File: src/rtl/music_pkg.sv
// Pattern-word layout and sequencer state encoding shared by the
// note sequencer and anything that builds pattern ROM images.
package music_pkg;

  localparam int WORD_W    = 16;
  localparam int PITCH_LSB = 0;
  localparam int PITCH_W   = 6;
  localparam int DUR_LSB   = 6;
  localparam int DUR_W     = 5;
  localparam int INST_LSB  = 11;
  localparam int INST_W    = 4;
  localparam int END_BIT   = 15;

  typedef enum logic [2:0] {
    S_IDLE,
    S_FETCH,
    S_DECODE,
    S_LOAD,
    S_PLAY
  } seq_state_e;

  function automatic logic [PITCH_W-1:0] pitch_of(
    input logic [WORD_W-1:0] w
  );
    return w[PITCH_LSB +: PITCH_W];
  endfunction

  function automatic logic [DUR_W-1:0] dur_of(
    input logic [WORD_W-1:0] w
  );
    return w[DUR_LSB +: DUR_W];
  endfunction

  function automatic logic [INST_W-1:0] inst_of(
    input logic [WORD_W-1:0] w
  );
    return w[INST_LSB +: INST_W];
  endfunction

endpackage

File: src/rtl/note_sequencer.sv
// Walks a pattern ROM and feeds one note_player voice, prefetching
// the next word while the current note plays.
module note_sequencer
  import music_pkg::*;
#(
  parameter int ADDR_W = 8
) (
  input  logic              i_clk,
  input  logic              i_rst,
  input  logic              i_start,
  input  logic              i_stop,
  input  logic              i_loop,
  input  logic [ADDR_W-1:0] i_start_addr,
  input  logic              i_done,
  output logic [ADDR_W-1:0] o_rom_addr,
  input  logic [WORD_W-1:0] i_rom_data,
  output logic              o_load,
  output logic [PITCH_W-1:0] o_pitch,
  output logic [DUR_W-1:0]  o_duration,
  output logic [INST_W-1:0] o_instrument,
  output logic              o_busy,
  output logic              o_finished
);

  seq_state_e        state;
  logic [ADDR_W-1:0] start_q;
  logic [WORD_W-1:0] next_q;
  logic              nv;
  logic              pend;
  logic              phase;
  logic              go;

  // a done that arrived before the prefetch landed is acted on later
  assign go     = nv && (i_done || pend);
  assign o_busy = (state != S_IDLE);

  always_ff @(posedge i_clk) begin
    if (i_rst) begin
      state        <= S_IDLE;
      start_q      <= '0;
      next_q       <= '0;
      nv           <= 1'b0;
      pend         <= 1'b0;
      phase        <= 1'b0;
      o_rom_addr   <= '0;
      o_load       <= 1'b0;
      o_finished   <= 1'b0;
      o_pitch      <= '0;
      o_duration   <= '0;
      o_instrument <= '0;
    end else begin
      o_load     <= 1'b0;
      o_finished <= 1'b0;
      if (i_stop) begin
        state <= S_IDLE;
        nv    <= 1'b0;
        pend  <= 1'b0;
        phase <= 1'b0;
      end else begin
        unique case (state)
          S_IDLE: begin
            if (i_start) begin
              start_q    <= i_start_addr;
              o_rom_addr <= i_start_addr;
              state      <= S_FETCH;
            end
          end
          S_FETCH: state <= S_DECODE;
          S_DECODE: begin
            if (i_rom_data[END_BIT]) begin
              if (i_loop) begin
                o_rom_addr <= start_q;
                state      <= S_FETCH;
              end else begin
                o_finished <= 1'b1;
                state      <= S_IDLE;
              end
            end else begin
              o_pitch      <= pitch_of(i_rom_data);
              o_duration   <= dur_of(i_rom_data);
              o_instrument <= inst_of(i_rom_data);
              o_load       <= 1'b1;
              state        <= S_LOAD;
            end
          end
          S_LOAD: begin
            o_rom_addr <= o_rom_addr + 1'b1;
            nv         <= 1'b0;
            pend       <= 1'b0;
            phase      <= 1'b0;
            state      <= S_PLAY;
          end
          S_PLAY: begin
            if (!phase) begin
              phase <= 1'b1;
            end else if (!nv) begin
              next_q <= i_rom_data;
              nv     <= 1'b1;
            end
            if (i_done && !nv) begin
              pend <= 1'b1;
            end
            if (go) begin
              nv   <= 1'b0;
              pend <= 1'b0;
              if (next_q[END_BIT]) begin
                if (i_loop) begin
                  o_rom_addr <= start_q;
                  state      <= S_FETCH;
                end else begin
                  o_finished <= 1'b1;
                  state      <= S_IDLE;
                end
              end else begin
                o_pitch      <= pitch_of(next_q);
                o_duration   <= dur_of(next_q);
                o_instrument <= inst_of(next_q);
                o_load       <= 1'b1;
                state        <= S_LOAD;
              end
            end
          end
          default: state <= S_IDLE;
        endcase
      end
    end
  end

endmodule

File: config.mk
export PLATFORM = sky130hd
export DESIGN_NAME = note_sequencer
export DESIGN_NICKNAME = d
export VERILOG_FILES = /design/src/rtl/music_pkg.sv /design/src/rtl/note_sequencer.sv
export SDC_FILE = /design/constraint.sdc
export NUM_CORES = 1
export LEC_CHECK = 0
export CAP_MARGIN = 20
export CELL_PAD_IN_SITES_DETAIL_PLACEMENT = 1
export CELL_PAD_IN_SITES_GLOBAL_PLACEMENT = 2
export CORE_ASPECT_RATIO = 0.9
export CORE_UTILIZATION = 32
export DETAILED_ROUTE_END_ITERATION = 8
export GPL_TIMING_DRIVEN = 0
export PLACE_DENSITY_LB_ADDON = 0.1
export SLEW_MARGIN = 20
export SYNTH_ARGS = -nofsm -noshare
export SYNTH_HDL_FRONTEND = slang
export SYNTH_SLANG_ARGS = --single-unit
File: constraint.sdc
create_clock -name i_clk -period 3.2 [get_ports i_clk]
set_clock_uncertainty 0.2 [all_clocks]
set_input_delay 0.64 -clock i_clk [delete_from_list [all_inputs] [get_ports i_clk]]
set_output_delay 0.64 -clock i_clk [all_outputs]
set_load 0.1 [all_outputs]
==> results of run 1 <==
==> through the flow <==
stage / cells / worst slack (ps) / util (%) / total power [mW] / cell area [um2]
6_report: 457 / 132 / 43.2 / 1.30 / 3290
3_5_place_dp: 451 / 189 / 42.2 / 0.940 / 3220
5_1_grt: 457 / 17.0 / 43.2 / 1.35 / 3290
3_3_place_gp: 451 / 214 / 42.2 / 0.939 / 3220
2_1_floorplan: 300 / 817 / - / 0.854 / 2540
4_1_cts: 457 / 123 / 43.2 / 1.31 / 3290
==> registers in the layout (all words and copies together) (netlist names) <==
signal        cells
next_q           16
o_rom_addr        8
start_q           8
o_pitch           6
o_duration        5
o_instrument      4
state             3
nv                1
o_finished        1
o_load            1
pend              1
phase             1
==> tightest hold or removal path, stage by stage (launching register included) <==
cell	delay (ps)
dfxtp_1	320
nand2_1	50
a21oi_1	50
==> final cells by class <==
| type | count | share of cell area [%] |
|---|---|---|
| multi-input combinational | 223 | 41.1 |
| sequential | 55 | 33.5 |
| timing repair buffer | 55 | 16.7 |
| tap | 96 | 3.65 |
| buffer | 19 | 2.40 |
| clock buffer | 5 | 2.09 |
| inverter | 3 | 0.342 |
| clock inverter | 1 | 0.228 |
==> routing by layer <==
metal | global-route usage [%] | vias to the layer above
met2 | 29.7 | 39
met4 | 4.61 | 0
met5 | 0 | -
li1 | - | 1214
met1 | 27.6 | 1154
met3 | 2.98 | 7
==> synth_stat cells, types with 5 or more instances <==
library cell	count
o21ai_0	5
buf_2	6
mux2i_1	25
nor2_1	34
nand2_1	42
a31oi_1	6
nand2b_1	5
a21oi_1	25
a211oi_1	18
nor3_1	5
clkbuf_1	11
nand3_1	7
dfxtp_1	55
==> cell families after synthesis <==
kind of cell | Yosys count
adders and majority gates | 1
DFF | 55
AOI/OAI and AO/OA | 81
and+or+nand+nor | 115
buffers and inverters | 22
muxes | 25
xor gates and xnor gates | 1
==> how the worst max path moves through the flow <==
stage          slack (ps)       endpoint          start
5_1_grt                20         o_busy       state[1]
4_1_cts               120         o_busy       state[2]
3_3_place_gp          210         o_busy       state[1]
3_5_place_dp          190         o_busy       state[2]
6_report              130         o_busy       state[2]
2_1_floorplan         820  o_rom_addr[7]  o_rom_addr[2]
==> power breakdown <==
| part | internal, mW | leakage (nW) | switching (mW) |
|---|---|---|---|
| sequential | 0.698 | 0.445 | 0.0137 |
| clock | 0.146 | 0.0361 | 0.228 |
| combinational | 0.0774 | 0.634 | 0.134 |
| total | 0.922 | 1.12 | 0.376 |
==> summary.md, run 1 <==
| Metric | Value |
|---|---|
| Status | `completed` |
| Die Y | `86.6 um` |
| Main combinational cell family by area after synthesis | `compound AO/OA/AOI/OAI gates` |
| Adder-Cell Fraction of Synth Area | `less than 1%` |
| CP startpoint kind | `flop` |
| Worst path depth | `4` |
| Max Cap Viol | `0` |
| Fillers | `slightly above 900` |
| Routed via count | `between 2000 and 2500` |
| Worst r2r path cells | `7` |
| Largest cells by area after synthesis | `dfxtp_1 (43%), mux2i_1 (9.8%), nand2_1 (6.2%)` |
| # clock sinks | `between 50 and 60` |
| Post-route ant nets | `0` |
| Setup bufs post-CTS | `0` |
| Cells along the critical path | `clkbuf_1, nor2_1, nand2_1, dlygate4sd2_1` |
| Final Max Slew Viols | `0` |
| Row Count | `30` |
| Met1 wire length | `roughly 3900 um` |
| Hold path cells | `2` |
| Top Family by Delay on Critical Path | `buffers and inverters` |
| Synth Cell Area | `2540 um2` |
| Critical path arrival | `about 2200 ps` |
| Most frequent cells in the layout | `dfxtp_1 (55), clkdlybuf4s50_1 (54), nand2_1 (42)` |
| Synth Register Bits | `55` |
| Hold path start | `next_q[6]` |
| Min Clock Period, post-route | `about 3000 ps` |
| CP max stage cell | `dlygate4sd2_1` |
| Antenna violations before repair | `0` |
| Nets | `around 390` |
| CTS max path bufs | `2` |
| Hold endpoint | `next_q[6]` |
| Number of global-route vias before repair | `approximately 2400` |
| Resized cells post-CTS | `1` |
| Core area | `between 7000 and 8000 um2` |
| Number of synthesized flops with an enable pin | `0` |
| YS warnings | `0` |
| Period utilization | `between 90% and 100%` |
| Wire per inst | `about 17 um` |
| Hold Slack | `roughly 260 ps` |
| Drt via density | `5.28` |
| CP Class | `flop to output pin` |
| Worst Max-Slew Pin Slew | `a little under 1000 ps` |
| Area of the multi-input gates | `about 1400 um2` |
| Area grow syn2layout | `29.3%` |
| Ys flop type | `dfxtp_1` |
| Pre-Repair DR Iteration Count | `4` |
| Ys async rst share | `0%` |
| Final setup fails | `0` |
| Compound-Gate Fraction of Synth Area | `approximately a fifth` |
| Die Area | `8310 um2` |
| Slowest cell delay on critical path | `roughly 850 ps` |
| Pin count of the biggest net entering global routing | `16` |
| H-tree levels | `2` |
| CTS Hold Bufs | `0` |
| DRC viols | `0` |
| Worst-path clk slew | `roughly 90 ps` |
| Seq/Total Area, Yosys | `about 43%` |
| Metal2 WL | `approximately 3400 um` |
| Slew HR | `approximately a third` |
| Placer Congestion | `0.780` |
| Most common cell after layout, fill and taps aside | `dfxtp_1` |
| TritonCTS clock tree | `done` |
| Final hold vios | `0` |
| Endpoint kind of the worst setup timing path | `output pin` |
| Pwr dens | `between 300 and 400 nW/um2` |
| CTS buffer count | `5` |
| Syn_area_per_cell | `8.48 um2` |
| Gr usage total | `between 10% and 20%` |
| Setup TNS | `0 ps` |
| Setup repair after global routing missed its margin | `no` |
| Post-Synthesis Cells | `300` |
| I/O Buffers | `55` |
| Worst Path Buf+Inv | `2` |
| Hpwl dp | `around 5500 um` |
| CP required | `2360 ps` |
| Synth Area in XOR/XNOR | `less than 1%` |
| Simple-gate share of the synthesized area | `between 20% and 30%` |
| Syn nets | `roughly 330` |
| CP max FO | `10` |
| R2r setup slk | `approximately 900 ps` |
| FF-to-FF Start | `state[1]` |
| FF+latch area | `about 1100 um2` |
| Leak pwr | `approximately 1.1 nW` |
| Initial core utilization | `about a third` |
| Hold crit path type | `flop to flop` |
| Initial drt markers | `about 80` |
| CTS root buffer | `clkbuf_8` |
| Congestion Overflow GR | `0` |
| RR Endpoint | `o_duration[4]` |
| I/O pins | `56` |
| Layout cells sized above 1 | `4.71%` |
| Met3 Wirelength | `roughly 190 um` |
| Multiplexer share of the synthesized area | `roughly a tenth` |
| Peak supply drop | `around 0.2 mV` |
| Post-Route WL | `7560 um` |
| Unique masters post-synth | `46` |
| Worst skew pair latency | `approximately 310 ps` |
| Die Wd | `roughly 96 um` |
| Yosys top cell area share | `a little over two fifths` |
| Uppermost layer routed | `met4` |
| Inserted Diodes | `0` |
| Area leader, netlist | `dfxtp_1` |
| Fmax achieved | `~0.33 GHz` |
| First-pass GRT wire length | `between 10000 and 15000 um` |
No activity file was read; power rests on OpenSTA's default activity.
==> run 2: changes to the inputs <==
- MAX_ROUTING_LAYER: unset -> met4
==> run 2 against run 1 <==
Hold slack hardly changed. Core utilization stayed put. Global-route usage is 0.58 points higher. Register-to-register slack hardly changed. Final cell count stayed put. Die area stayed put. Total power hardly changed. Critical path type unchanged. Largest cell class unchanged. Highest routed layer unchanged.
==> summary.md, run 2 (synthesis results as in run 1) <==
| Metric | Value |
|---|---|
| Status | `completed` |
| Layout cells sized above 1 | `4.71%` |
| Final non-filler cell total | `between 400 and 500` |
| Fmax achieved | `between 0.3 and 0.4 GHz` |
| DRC viols | `0` |
| Congestion Overflow GR | `0` |
| Inserted Diodes | `0` |
| Final hold vios | `0` |
| Worst Max-Slew Pin Slew | `978 ps` |
| TritonCTS clock tree | `done` |
| Top Registers | `next_q x16, o_rom_addr x8, start_q x8` |
| Placer Congestion | `0.791` |
| CTS max path bufs | `2` |
| Worst r2r path cells | `7` |
| Initial drt markers | `84` |
| Hold Slack | `approximately 260 ps` |
| CTS root buffer | `clkbuf_8` |
| CP startpoint kind | `flop` |
| I/O pins | `56` |
| Worst skew pair latency | `roughly 300 ps` |
| Wire per inst | `16.4 um` |
| Gr usage total | `between 15 and 20%` |
| Max Cap Viol | `0` |
| I/O Buffers | `55` |
| Hpwl dp | `between 5000 and 6000 um` |
| Die Area | `approximately 8300 um2` |
| RR Endpoint | `o_duration[4]` |
| CP max FO | `10` |
| FF-to-FF Start | `state[1]` |
| Largest Register | `next_q` |
| Endpoint kind of the worst setup timing path | `output pin` |
| Placed cell count | `451` |
| Drt via density | `approximately 5.3` |
| Peak supply drop | `~0.20 mV` |
| Resized cells post-CTS | `1` |
| First-pass GRT wire length | `approximately 12000 um` |
| Most frequent cells in the layout | `dfxtp_1 (55), clkdlybuf4s50_1 (54), nand2_1 (42)` |
| Post-Route WL | `about 7500 um` |
| Slew HR | `34.6%` |
| Setup repair after global routing missed its margin | `no` |
| H-tree levels | `2` |
| Critical path arrival | `approximately 2200 ps` |
| R2r setup slk | `900 ps` |
| Hold crit path type | `flop to flop` |
| Nets | `393` |
| Final Max Slew Viols | `0` |
| Core area | `7620 um2` |
| Setup TNS | `0 ps` |
| Final setup fails | `0` |
| Worst Setup SP | `state[2]` |
| Worst-path clk slew | `approximately 100 ps` |
| Routed via count | `roughly 2400` |
| Pin count of the biggest net entering global routing | `16` |
| Die Wd | `around 96 um` |
| CTS Hold Bufs | `0` |
| Antenna violations before repair | `0` |
| Number of global-route vias before repair | `2397` |
| Largest register FFs | `16` |
| # clock sinks | `55` |
| Setup bufs post-CTS | `0` |
| Post-route ant nets | `0` |
| CTS buffer count | `5` |
| Area grow syn2layout | `29.3%` |
| Pre-Repair DR Iteration Count | `5` |
| CP required | `~2400 ps` |
| Pwr dens | `between 300 and 400 nW/um2` |
| Die Y | `~87 um` |
| CP Class | `flop to output pin` |
| Initial core utilization | `between 30% and 40%` |
| Leak pwr | `between 1 and 1.5 nW` |
| Min Clock Period, post-route | `approximately 3000 ps` |
| Row Count | `30` |
| Most common cell after layout, fill and taps aside | `dfxtp_1` |
| Worst setup endpoint | `o_busy` |
| Period utilization | `between 90% and 100%` |
[run 2: layer usage]
layer  GRT usage [%]  vias to the layer above  wire [um]
met5               -                        -          0
met4            4.61                        0         89
met3            2.89                        7        216
met2            29.7                       39       3340
met1            27.7                     1144       3870
li1                -                     1215          -
[run 2: layout make-up]
cell class | instances | area, um2
Timing Repair Buffer | 55 | 549
Buffer | 19 | 78.8
Clock inverter | 1 | 7.51
Sequential cell | 55 | 1100
Multi-Input combinational cell | 223 | 1350
Fill cell | 912 | 4330
Clock buffer | 5 | 68.8
Inverter | 3 | 11.3
Tap cell | 96 | 120
[run 2: metrics by stage]
step / util, % / total power, mW / setup WS [ps] / instance area [um2]
6_report: 43.2 / 1.30 / 134 / 3290
5_1_grt: 43.2 / 1.36 / 17.0 / 3290
4_1_cts: 43.2 / 1.31 / 123 / 3290
3_5_place_dp: 42.2 / 0.940 / 189 / 3220
3_3_place_gp: 42.2 / 0.939 / 214 / 3220
2_1_floorplan: - / 0.854 / 817 / 2540
[run 2: worst min-delay path by stage]
stage               cells after the start        end       from
floorplan                               2  next_q[0]  next_q[0]
global placement                        2  next_q[4]  next_q[4]
detailed placement                      2  next_q[1]  next_q[1]
CTS                                     2  next_q[1]  next_q[1]
global route                            2  next_q[9]  next_q[9]
finish                                  2  next_q[6]  next_q[6]
[run 2: where the power goes]
group	total (mW)	switching (mW)	internal [mW]
logic	0.211	0.134	0.0773
registers	0.712	0.0135	0.698
clock network	0.374	0.228	0.146
[run 2: worst max-delay path, cell delays in order, from the launching register on]
cell	delay, ps
dfxtp_1	510
clkbuf_1	350
nor2_1	120
nand2_1	80
dlygate4sd2_1	850
==> patch 1 (config.mk and constraints of run 1) <==
Re-encode `seq_state_e` (5 states) as one-hot, 5 bits wide.
--- a/src/rtl/music_pkg.sv
+++ b/src/rtl/music_pkg.sv
@@ -13,8 +13,8 @@
 
-  typedef enum logic [2:0] {
-    S_IDLE,
-    S_FETCH,
-    S_DECODE,
-    S_LOAD,
-    S_PLAY
+  typedef enum logic [4:0] {
+    S_IDLE   = 5'b00001,
+    S_FETCH  = 5'b00010,
+    S_DECODE = 5'b00100,
+    S_LOAD   = 5'b01000,
+    S_PLAY   = 5'b10000
   } seq_state_e;
Function: same outputs for any inputs over 4 cycles, from zero or initial values and one cycle with i_rst high; so few cycles prove little.
==> patch 1 against run 1 <==
Synthesized area rose by 8.0%; total power rose by 41%; synthesized cell count fell by 5.3%; count of clock-buffer cells in the layout rose by 7; routed wire length rose by 2.4%; design area rose by 12%; sequential cell count rose by 2; worst setup slack improved by 110 ps; critical endpoint unchanged; largest power group is now clock.
==> patch 1: results <==
[detailed_routing]
drtIter0Drc = 112
m1WireLength_um = 3805
wire_per_inst_um = 16.47
vias_per_cell = 5.089
met2_length_um = 3524
drtPass1Iterations = 5
routed-wl-met3_um = 327

[pwr]
pwr-share-seq = 0.406
power_leakage_nw = 1.499
comb_cell_power_mw = 0.220
p_switching_mw = 0.4579
ir_drop_uv = 249.6
sequentialPower_mw = 0.741

[placed_design]
pre_cts_slack_ps = -12.75
postPlaceCellArea_um2 = 3443
gp_congestion = 0.7890
placed_cells = 454
dpl.hpwl_um = 5546

[synth]
synth_common_cells = "57 x dfxtp_1, 43 x nor2_1, 39 x mux2i_1, 15 x a211oi_2, 14 x a21oi_1"
synth_area_leaders = "dfxtp_1 42%, mux2i_1 14%, a211oi_2 6.8%, nor2_1 5.9%, a21oi_1 2.5%"
ys.flop_type = "dfxtp_1"
syn_nets = 315
netlist-cell-type-count = 51
ys_seq_area_frac = 0.4151
yosysWarnings = 0
syn_area_per_cell_um2 = 9.679

[timing]
worst_slew_pin_slew_ps = 983.8

[layout]
fillCellCount = 947
nNetsFinal = 381
drive_gt1_frac = 0.1577
finish.instance_area_um2 = 3696
antenna_cells = 0
final_cells = 470

[clocking]
clock_latency_ps = 340
postCtsSetupRepairBufs = 0
cts.clk_slew.worst_paths_ps = 70
numCtsBuffers = 9
cts.htree.levels = 3

[grt]
grt_use_met3 = 0.05599
grt_max_degree = 11
first_global_vias = 2485
grtUsageTotal = 0.1844
grt_pass1_wl_um = 12700
met2_usage = 0.2816
grt_util_met1 = 0.2499

[run_status]
status = "finished clean"

[worst_setup_path]
critPathTopFamily = "buffers and inverters"
cp.arrival_ps = 2120
cp_slowest_stage_delay_ps = 890
-- patch 1: area by class of cell --
class,instances,share of cell area
multi-input combinational,206,0.4049
clock inverter,4,0.02674
tap,115,0.03893
inverter,2,0.002031
clock buffer,12,0.04198
sequential,57,0.3087
timing repair buffer,55,0.1486
buffer,19,0.02810
-- patch 1: cells by family after synthesis --
family | share of synthesized area
buf+inv | 0.04051
compound gates | 0.2066
fa+ha+maj | 0.004551
mux | 0.1420
xor+xnor | 0.01593
flops | 0.4151
simple gates | 0.1752
-- patch 1: path summary, 6_finish.rpt --
kind                  from       endpoint  slack [ps]  depth (start not counted)
min reg2reg  o_rom_addr[7]  o_rom_addr[7]         300                          2
max               state[1]         o_busy         240                          3
min          o_rom_addr[7]  o_rom_addr[7]         300                          2
max reg2reg       state[1]     o_pitch[3]         600                          6
-- patch 1: worst reg2reg max path, cell delays in order (launching register included) --
cell	delay [ps]
dfxtp_1	390
buf_2	240
nor2_1	110
nand3_1	440
clkbuf_1	680
mux2i_1	300
a211oi_2	90
==> patch 2 (settings of run 1) <==
Made on the original files. Change the package constant `PITCH_W` from 6 to 4.
--- a/src/rtl/music_pkg.sv
+++ b/src/rtl/music_pkg.sv
@@ -6,3 +6,3 @@
   localparam int PITCH_LSB = 0;
-  localparam int PITCH_W   = 6;
+  localparam int PITCH_W   = 4;
   localparam int DUR_LSB   = 6;
Ports: changed (resized o_pitch); port bits go from 56 to 54. The function was not compared with the original's and may differ.
==> patch 2 against run 1 <==
Sequential power down 7.0%; critical path type unchanged; worst setup slack worse by 24 ps; total power up 3.7%; routed wire length up 0.44%; maximum frequency down 0.79%; largest cell class unchanged; highest routed layer unchanged; synthesized area down 3.2%; design area down 2.5%; sequential cell count down 4.
==> patch 2: results <==
[synth]
syn_inst = 303
ys.flop_type = "dfxtp_1"
synth_xor_area_frac = 0.007114
ys_seq_area_frac = 0.4146
synth_area_leaders = "dfxtp_1 41%, nand2_1 9.9%, mux2i_1 5.7%, a21oi_1 5.5%, nor2_1 5.0%"
yosysWarnings = 0
synth_fa_ha_area_frac = 0.005081
synth_common_cells = "65 x nand2_1, 51 x dfxtp_1, 33 x nor2_1, 27 x a21oi_1, 14 x mux2i_1"
synthMuxAreaShare = 0.05691
synth_compound_area_frac = 0.2007
netlist-cell-type-count = 51
syn_nets = 334

[clocking]
cts_buffer_depth = 2
cts.clk_slew.worst_paths_ps = 100
cts_root_buffer = "clkbuf_8"
post_cts_resized = 0
postCtsSetupRepairBufs = 0
clock_latency_ps = 300

[detailed_routing]
drt_wl_total_um = 7596
drtIter0Drc = 90
vias_per_cell = 5.314
drtPass1Iterations = 4

[grt]
grt_util_met1 = 0.2931
first_global_vias = 2403
grt_max_degree = 16
grt_antenna_before_repair = 0
grtUsageTotal = 0.2012
grt_use_met3 = 0.03674
grt_pass1_wl_um = 12400
met2_usage = 0.3063

[worst_setup_path]
worstRegToRegCells = 7
critPathMaxFanout = 10
r2r_start = "state[0]"
worstReg2RegEnd = "o_rom_addr[7]"
reg2reg_setup_slack_ps = 820
cp.arrival_ps = 2250
cp-startpoint = "state[1]"

[layout]
reg_top3 = "next_q (14), o_rom_addr (8), start_q (8)"
nNetsFinal = 392
drive_gt1_frac = 0.07459
final_cells = 455

[pwr]
pwr-share-seq = 0.492
combPwrFrac = 0.153
p_sw_frac = 0.2719
power_leakage_nw = 1.184
ir_drop_uv = 206.9

[placed_design]
gp_congestion = 0.8183
dpl.hpwl_um = 5501
placed_cells = 447
port_buffers = 51
pre_cts_slack_ps = 464.9

[run_status]
status = "finished clean"

[worst_hold_path]
holdCritStartpoint = "next_q[12]"
holdPathEnd = "next_q[12]"
hold_class = "flip-flop to flip-flop"
whs_path_depth = 2

[timing]
worst_slew_pin_slew_ps = 971.2
fmax_mhz = 323.4
patch 2: final cells by class:
type,count,area (um2)
buffer,23,137.6
clock buffer,6,82.58
clock inverter,2,35.03
fill,910,4050
inverter,2,7.507
multi-input combinational,227,1296
sequential,51,1021
tap,93,116.4
timing repair buffer,51,510.5
patch 2: critical path: stages, from the launching register on:
cell and delay, ps:
dfxtp_1 500, buf_6 200, or3_4 130, clkdlybuf4s50_1 1120
patch 2: metrics by stage:
| stage | hold slack, ps | cell area [um2] | total power, mW |
|---|---|---|---|
| 2_1_floorplan | 236.6 | 2462 | 0.8007 |
| 6_report | 263.4 | 3207 | 1.345 |
| 5_1_grt | 290.3 | 3207 | 1.404 |
| 4_1_cts | 263.9 | 3207 | 1.366 |
| 3_3_place_gp | 244.0 | 3089 | 0.8814 |
| 3_5_place_dp | 248.6 | 3089 | 0.8832 |
patch 2: layer usage:
layer	part of all wire	up-vias
met4	0.0078	0
met2	0.43	39
met3	0.039	5
li1	-	1197
met1	0.53	1177
met5	0	-
